<file path="src/rtl/pc_sequencer.sv">
// Program counter owner and fetch sequencer: FETCH -> EXEC -> FETCH, stopping in HALT.
// Optional target alignment check enabled by defining PC_ALIGN_CHECK_EN.
module pc_sequencer #(
  parameter logic [31:0] RESET_PC = 32'h0000_0000,
  parameter int          TIMEOUT  = 16,
  parameter int          CNT_W    = 32
) (
  input  logic             CLK,
  input  logic             Reset,
  input  logic             PCWre,
  input  logic [1:0]       PCSrc,
  input  logic [31:0]      signedImmediate,
  input  logic [25:0]      addr,
  input  logic [31:0]      regTarget,
  input  logic             halt,
  input  logic             imemAck,
  output logic             imemReq,
  output logic             instValid,
  output logic [31:0]      curPC,
  output logic [CNT_W-1:0] retired,
  output logic             halted,
  output logic             fetchErr,
  output logic             misalign
);

  localparam int WAIT_W = (TIMEOUT > 2) ? $clog2(TIMEOUT) : 1;

  typedef enum logic [1:0] {
    S_FETCH = 2'd0,
    S_EXEC  = 2'd1,
    S_HALT  = 2'd2
  } state_t;

  state_t             state_q, state_d;
  logic [31:0]        pc_q, pc_d;
  logic [CNT_W-1:0]   retired_q, retired_d;
  logic [WAIT_W-1:0]  wait_q, wait_d;
  logic               fetch_err_q, fetch_err_d;
  logic [31:0]        pc4;
  logic [31:0]        next_raw;
  logic [31:0]        next_pc;

  assign pc4 = pc_q + 32'd4;

  always_comb begin
    next_raw = pc4;
    case (PCSrc)
      2'b00:   next_raw = pc4;
      2'b01:   next_raw = pc4 + (signedImmediate << 2);
      2'b10:   next_raw = {pc4[31:28], addr, 2'b00};
      default: next_raw = regTarget;
    endcase
  end

`ifdef PC_ALIGN_CHECK_EN
  logic misalign_q, misalign_d;
  assign next_pc  = next_raw;
  assign misalign = misalign_q;
`else
  // Without the check, a register target is silently word-aligned.
  assign next_pc  = next_raw & ~32'h3;
  assign misalign = 1'b0;
`endif

  always_ff @(posedge CLK) begin
    if (!Reset) begin
      state_q     <= S_FETCH;
      pc_q        <= RESET_PC;
      retired_q   <= '0;
      wait_q      <= '0;
      fetch_err_q <= 1'b0;
`ifdef PC_ALIGN_CHECK_EN
      misalign_q  <= 1'b0;
`endif
    end else begin
      state_q     <= state_d;
      pc_q        <= pc_d;
      retired_q   <= retired_d;
      wait_q      <= wait_d;
      fetch_err_q <= fetch_err_d;
`ifdef PC_ALIGN_CHECK_EN
      misalign_q  <= misalign_d;
`endif
    end
  end

  always_comb begin
    state_d     = state_q;
    pc_d        = pc_q;
    retired_d   = retired_q;
    wait_d      = '0;
    fetch_err_d = fetch_err_q;
`ifdef PC_ALIGN_CHECK_EN
    misalign_d  = misalign_q;
`endif
    imemReq     = 1'b0;
    instValid   = 1'b0;
    halted      = 1'b0;

    case (state_q)
      S_FETCH: begin
        imemReq = 1'b1;
        // An ack arriving on the final allowed cycle still wins over the timeout.
        if (imemAck) begin
          state_d = S_EXEC;
        end else if (wait_q == WAIT_W'(TIMEOUT - 1)) begin
          fetch_err_d = 1'b1;
          state_d     = S_HALT;
        end else begin
          wait_d = wait_q + WAIT_W'(1);
        end
      end

      S_EXEC: begin
        instValid = 1'b1;
        if (PCWre) begin
          retired_d = retired_q + CNT_W'(1);
          if (halt) begin
            state_d = S_HALT;
`ifdef PC_ALIGN_CHECK_EN
          end else if (next_pc[1:0] != 2'b00) begin
            misalign_d = 1'b1;
            state_d    = S_HALT;
`endif
          end else begin
            pc_d    = next_pc;
            state_d = S_FETCH;
          end
        end
      end

      S_HALT: begin
        halted = 1'b1;
      end

      default: begin
        state_d = S_HALT;
      end
    endcase
  end

  assign curPC    = pc_q;
  assign retired  = retired_q;
  assign fetchErr = fetch_err_q;

endmodule
</file>
<file path="config.mk">
export PLATFORM = sky130hd
export DESIGN_NAME = pc_sequencer
export DESIGN_NICKNAME = d
export VERILOG_FILES = /design/src/rtl/pc_sequencer.sv
export SDC_FILE = /design/constraint.sdc
export NUM_CORES = 1
export LEC_CHECK = 0
export CAP_MARGIN = 5
export CELL_PAD_IN_SITES_DETAIL_PLACEMENT = 0
export CELL_PAD_IN_SITES_GLOBAL_PLACEMENT = 2
export CORE_ASPECT_RATIO = 1.1
export CORE_MARGIN = 2
export CORE_UTILIZATION = 28
export DETAILED_ROUTE_END_ITERATION = 8
export PLACE_DENSITY = 0.8
export SYNTH_ARGS = -nofsm -noshare
export SYNTH_HDL_FRONTEND = slang
export SYNTH_SLANG_ARGS = --single-unit
</file>
<file path="constraint.sdc">
create_clock -name CLK -period 4.3 [get_ports CLK]
set_input_delay 0.645 -clock CLK [delete_from_list [all_inputs] [get_ports CLK]]
set_output_delay 0.645 -clock CLK [all_outputs]
set_load 0.005 [all_outputs]
</file>
==> results of run 1 <==
==> layout make-up <==
| class | count | area, sq um |
|---|---|---|
| Clock buffer | 9 | 225.2 |
| Tap cell | 256 | 320.3 |
| Sequential cell | 69 | 1381 |
| Clock inverter | 7 | 103.9 |
| Timing Repair Buffer | 170 | 1662 |
| Fill cell | 2104 | 12440 |
| Inverter | 15 | 56.30 |
| Multi-Input combinational cell | 577 | 4179 |
==> power breakdown <==
group          switching (W)  internal (W)  total [W]
logic               0.000183      0.000206   0.000389
registers          0.0000162      0.000650   0.000667
clock network       0.000315      0.000517   0.000832
==> state kept, by name, indices dropped and copies added, names as in the netlist <==
signal / count
wait_q: 4
fetchErr: 1
curPC: 30
retired: 32
state_q: 2
==> through the flow <==
stage,total power (W),cell area [sq um],cells,hold WS (ps)
after floorplan,0.0008961,5773,695,417.5
after global placement,0.001073,7592,1087,429.9
after detailed placement,0.001071,7592,1087,438.9
after CTS,0.001915,7921,1103,448.2
after global routing,0.001972,7928,1103,477.6
final,0.001888,7928,1103,446.7
==> cells by family (layout without fill, tap and decap cells) <==
family	after synthesis	in the layout	synth area share, %
compound gates	163	163	19.47
fa+ha+maj	40	40	8.811
flops	69	69	23.96
buf+inv	49	201	3.798
simple gates	260	260	22.74
other cells	1	3	0.06504
xor+xnor	81	81	12.43
mux	30	30	8.724
==> how the worst max path moves through the flow <==
stage | slack [ps] | start | end
floorplan | 1010 | curPC[2] | curPC[31]
global placement | 370 | curPC[5] | curPC[21]
detailed placement | 370 | curPC[5] | curPC[21]
CTS | 340 | curPC[5] | curPC[21]
global route | 90 | curPC[5] | curPC[23]
finish | 390 | curPC[5] | curPC[21]
==> cells in the final DEF, fill, tap and decap left out, drive strengths merged, types with 19 or more instances in the layout <==
master         count
dfxtp             69
xor2              42
nand2             76
xnor2             39
o21ai             23
clkdlybuf4s50    156
ha                39
nor2              73
inv               19
a21oi             54
nand3             23
==> metal layers <==
metal  global-route usage, %  share of wire, %  vias up
li1                        -                 -     2815
met1                   22.52                45     2520
met2                   29.52                49      139
met3                   2.105               5.0       15
met4                   4.286               1.3        0
met5                       0                 0        -
==> results.md, run 1 <==
* Overall routing resource usage at 17.04%
* Number of distinct library cells after synthesis at 75
* Vias per cell at 4.976
* Overall die area at 21760 sq um
* Fraction of the yosys area taken by sequential cells at 23.96%
* Maximum fanout encountered on the critical timing path at 6
* H-tree levels at 3
* CP max stage cell: sky130_fd_sc_hd__a31oi_1
* Worst hold stages at 1
* Antenna viol nets, final at 0
* Largest net degree at the start of global routing at 51
* Hold Crit Class: reg2reg
* Clock transition time at the flip-flop clock pins of the worst setup and hold paths at 60 ps
* Gp weighted congestion at 0.8174
* Vias at 5489
* Launching element type of the critical path: register
* Maximum single-stage delay on the critical path at 590 ps
* CTS tree: built
* Synth top area cells: sky130_fd_sc_hd__dfxtp_1 (24%), sky130_fd_sc_hd__ha_1 (8.5%), sky130_fd_sc_hd__xor2_1 (6.4%)
* Post-layout util at 38.92%
* Final Net Count at 979
* Crit path required time at 4520 ps
* Routed wirelength normalized by instance count at 16.92 microns
* Status: complete, no violations
* Data arrival time of the worst path at 4140 ps
* Pins over their slew limit at 0
* Final count of hold timing violations at 0
* Drt total wl at 18.66 mm
* Placeable Area at 20370 sq um
* Final critical-path required period at 3915 ps
* Sum of net half-perimeters after detailed placement at 14.60 mm
* Initial antenna violation count at 0
* Cell repeated most along the worst path: sky130_fd_sc_hd__nand2_1
* Grt ovf at 0
* Instance count on the critical path at 13
* Clock latency on the worst-skew pair at 330 ps
* # diodes at 0
* Clock skew at 5.582 ps
* Vias in the first global route at 5358
* Global-route wire length before repair at 29.29 mm
* Worst-path cell chain: and4_2, nand4_4, nor2_1, nand2_1, xnor2_1, ha_1, nand2_1, o21ai_0, nor4_1, a31oi_1, xor2_1, mux4_2, a22o_1
* Height of the die at 154.5 microns
* Initial Utilization at 28.30%
* Number of buffers added by the clock tree synthesis step at 9
* Root buf cell: sky130_fd_sc_hd__clkbuf_16
* Top-area cell type share of the netlist area at 23.96%
* Die Width at 140.8 microns
* Crit end category: register
* Gate count after technology mapping at 693
* FF+latch count, synth at 69
* CTS resizes at 0
* Capture endpoint of the worst hold path: wait_q[0]
* Final setup viols at 0
* Max Buffers Root-to-Sink at 2
* Post-Place Worst Slack at 372.8 ps
* Slew margin rel. at 22.27%
* Top flip-flop cell by instance count after synthesis: sky130_fd_sc_hd__dfxtp_1
* Biggest area consumer among synthesized cells: sky130_fd_sc_hd__dfxtp_1
* List of most frequent post-synthesis cells: sky130_fd_sc_hd__nand2_1 (76), sky130_fd_sc_hd__nor2_1 (72), sky130_fd_sc_hd__dfxtp_1 (69)
* Sum of negative setup slack at 0 ps
* Least-Margin Pin Slew at 1162 ps
* Number of buffer and inverter stages on the critical path at 0
* PwrDens at 238.2 nW/um^2
* Number of rows created at floorplan at 55
* Largest delay contributor family on the critical path: compound AO/OA/AOI/OAI gates
* TritonCTS Sinks at 69
* Period utilization at 91.04%
* Buffer count from post-CTS setup fixing at 0
* Most frequent cell after synthesis: sky130_fd_sc_hd__nand2_1
* IR drop worst, VDD at 0.1501 mV
* Reg-to-reg endpoint: curPC[21]
* Pre-antenna DRT Iters at 4
* Hold Buf Count CTS at 0
* R2R setup slack at 390 ps
* Number of cell instances on the worst register-to-register path at 13
* Count of maximum capacitance violations at 0
* Syn-to-layout area delta at 37.50%
* Number of I/O pins at 166
* Ratio of cells with drive above 1 in the final layout at 8.028%
* Violation count after the first detailed-routing iteration at 305
* Setup slack after layout at 385.5 ps
* Count of buffers from port buffering at 158
* DRC at 0
* Launching point of the worst reg2reg path: curPC[5]
* Unrepaired setup endpoints after global routing: no
* Fraction of registers with async set/reset at 0%
* Mean post-synth cell area at 8.320 sq um
* Fmax achieved at 255.5 MHz
* Number of flops mapped to enable cells by yosys at 0
* Number of warnings reported in the yosys synthesis log at 0
* LEAKAGE at 3.130 nW
* Critical hold path startpoint: wait_q[0]
* Post-Synthesis Cell Area at 5766 sq um
* WS Path Type: reg2reg
Power figures use the tool's default switching activity.
==> inputs of run 2 (changes only) <==
- PLACE_DENSITY: 0.8 -> unset
- PLACE_DENSITY_LB_ADDON: unset -> 0.1
- TNS_END_PERCENT: unset -> 50
==> run 2 against run 1 <==
- highest routed layer unchanged
- clock-buffer cell count unchanged
- critical endpoint unchanged
- die area unchanged
- global-route usage up 1.4 points
- worst hold slack better by 4.3 ps
- utilization about the same
- maximum frequency down 0.47%
- first-iteration DRC count down 6.6%
- largest power group unchanged
- clock power down 14%
==> results.md, run 2 (synthesis results as in run 1) <==
* Status: complete, no violations
* Setup slack after layout at 366.8 ps
* CTS resizes at 0
* Height of the die at 154.5 microns
* Vias at 5720
* Routed wirelength normalized by instance count at 18.14 microns
* Initial antenna violation count at 0
* Largest net degree at the start of global routing at 51
* Post-Place Worst Slack at 367.5 ps
* Share of power burned in registers at 37.5%
* Crit end category: register
* Global-route wire length before repair at 31.72 mm
* Final non-filler cell area at 7925 sq um
* # diodes at 0
* Number of flip-flops under the largest register name at 32
* Violation count after the first detailed-routing iteration at 285
* Period utilization at 91.47%
* Data arrival time of the worst path at 4180 ps
* Multi-input logic area at 4173 sq um
* WS Path Type: reg2reg
* Pins over their slew limit at 0
* Switching Share at 29.48%
* Filler cell count in the final layout at 2092
* Switch Pwr at 0.0005239 W
* Syn-to-layout area delta at 37.46%
* Number of buffers added by the clock tree synthesis step at 9
* Number of I/O pins at 166
* Count of maximum capacitance violations at 0
* Final count of hold timing violations at 0
* PwrDens at 224.3 nW/um^2
* Hold Buf Count CTS at 0
* Placeable Area at 20370 sq um
* IR drop worst, VDD at 0.1871 mV
* Share of total power in the clock network at 40.1%
* LEAKAGE at 3.136 nW
* Hold Crit Class: reg2reg
* TritonCTS Sinks at 69
* Vias per cell at 5.153
* Count of buffers from port buffering at 158
* Launching element type of the critical path: register
* H-tree levels at 3
* Pre-antenna DRT Iters at 4
* Sum of negative setup slack at 0 ps
* Max Buffers Root-to-Sink at 2
* Drt total wl at 20.14 mm
* Antenna viol nets, final at 0
* Ratio of cells with drive above 1 in the final layout at 8.431%
* Overall routing resource usage at 18.45%
* Initial Utilization at 28.30%
* Root buf cell: sky130_fd_sc_hd__clkbuf_16
* Clock transition time at the flip-flop clock pins of the worst setup and hold paths at 60 ps
* Least-Margin Pin Slew at 789.7 ps
* Worst hold slack across all endpoints at 451.0 ps
* Logic pwr share at 22.5%
* Clock skew at 9.218 ps
* Placement-stage cell area at 7650 sq um
* Vias in the first global route at 5830
* Buffer count from post-CTS setup fixing at 0
* Final critical-path required period at 3933 ps
* Final Net Count at 986
* P_int at 0.001253 W
* Maximum fanout encountered on the critical timing path at 6
* Unrepaired setup endpoints after global routing: no
* Most common cell after layout, fill and taps aside: sky130_fd_sc_hd__clkdlybuf4s50_1
* Grt ovf at 0
* Fmax achieved at 254.2 MHz
* DRC at 0
* CTS tree: built
* Sum of net half-perimeters after detailed placement at 15.51 mm
* Die Width at 140.8 microns
* Slew margin rel. at 47.11%
* Overall die area at 21760 sq um
* Gp weighted congestion at 0.8193
* Number of rows created at floorplan at 55
* Commonest cells after routing, fill and taps aside: sky130_fd_sc_hd__clkdlybuf4s50_1 (157), sky130_fd_sc_hd__nand2_1 (76), sky130_fd_sc_hd__nor2_1 (72)
* Clock latency on the worst-skew pair at 350 ps
* Crit path required time at 4540 ps
* Sequential cell area in the final layout at 1381 sq um
* Final setup viols at 0
-- run 2: path summary, 6_finish.rpt --
check                           startpoint        end  slack, ps  depth (start not counted)
worst min register to register   wait_q[0]  wait_q[0]        450                          1
worst max register to register    curPC[5]  curPC[21]        370                         13
worst max-delay path              curPC[5]  curPC[21]        370                         13
worst min-delay path             wait_q[0]  wait_q[0]        450                          1
-- run 2: critical path, stage by stage (launching register included) --
cell and delay, ps:
sky130_fd_sc_hd__dfxtp_1 420, sky130_fd_sc_hd__and4_1 380, sky130_fd_sc_hd__nand4_4 220, sky130_fd_sc_hd__nor2_1 230, sky130_fd_sc_hd__nand2_1 90, sky130_fd_sc_hd__xnor2_1 140
sky130_fd_sc_hd__ha_1 410, sky130_fd_sc_hd__nand2_1 120, sky130_fd_sc_hd__o21ai_0 320, sky130_fd_sc_hd__nor4_1 80, sky130_fd_sc_hd__a31oi_1 620, sky130_fd_sc_hd__xor2_1 130
sky130_fd_sc_hd__mux4_2 470, sky130_fd_sc_hd__a22o_1 180
-- run 2: per-layer routing --
| layer | part of all wire [%] | up-vias | wire length, microns | track usage, % |
|---|---|---|---|---|
| met5 | 0 | - | 0 | 0 |
| met2 | 48 | 139 | 9688 | 32.08 |
| met3 | 3.8 | 23 | 763 | 2.384 |
| met1 | 46 | 2730 | 9271 | 23.58 |
| met4 | 2.1 | 0 | 414 | 6.238 |
| li1 | - | 2828 | - | - |
-- run 2: per-stage QoR --
| stage | std cells | utilization [%] | power (W) |
|---|---|---|---|
| after CTS | 1110 | 38.91 | 0.001804 |
| after global placement | 1094 | 37.56 | 0.001076 |
| after floorplan | 695 | - | 0.0008961 |
| after detailed placement | 1094 | 37.56 | 0.001078 |
| after global routing | 1110 | 38.91 | 0.001866 |
| final | 1110 | 38.91 | 0.001777 |
-- run 2: power groups by stage --
stage                     registers [W]  logic [W]  clock network, W
after floorplan                0.000679   0.000217                 0
after global placement         0.000680   0.000396                 0
after detailed placement       0.000680   0.000398                 0
after CTS                      0.000666   0.000402          0.000736
after global routing           0.000668   0.000437          0.000761
final                          0.000666   0.000399          0.000712
-- run 2: cell type report --
type	instances	share of cell area, %
Multi-Input combinational cell	577	52.65
Timing Repair Buffer	177	21.69
Sequential cell	69	17.43
Tap cell	256	4.042
Clock buffer	9	2.842
Inverter	15	0.7105
Clock inverter	7	0.6315
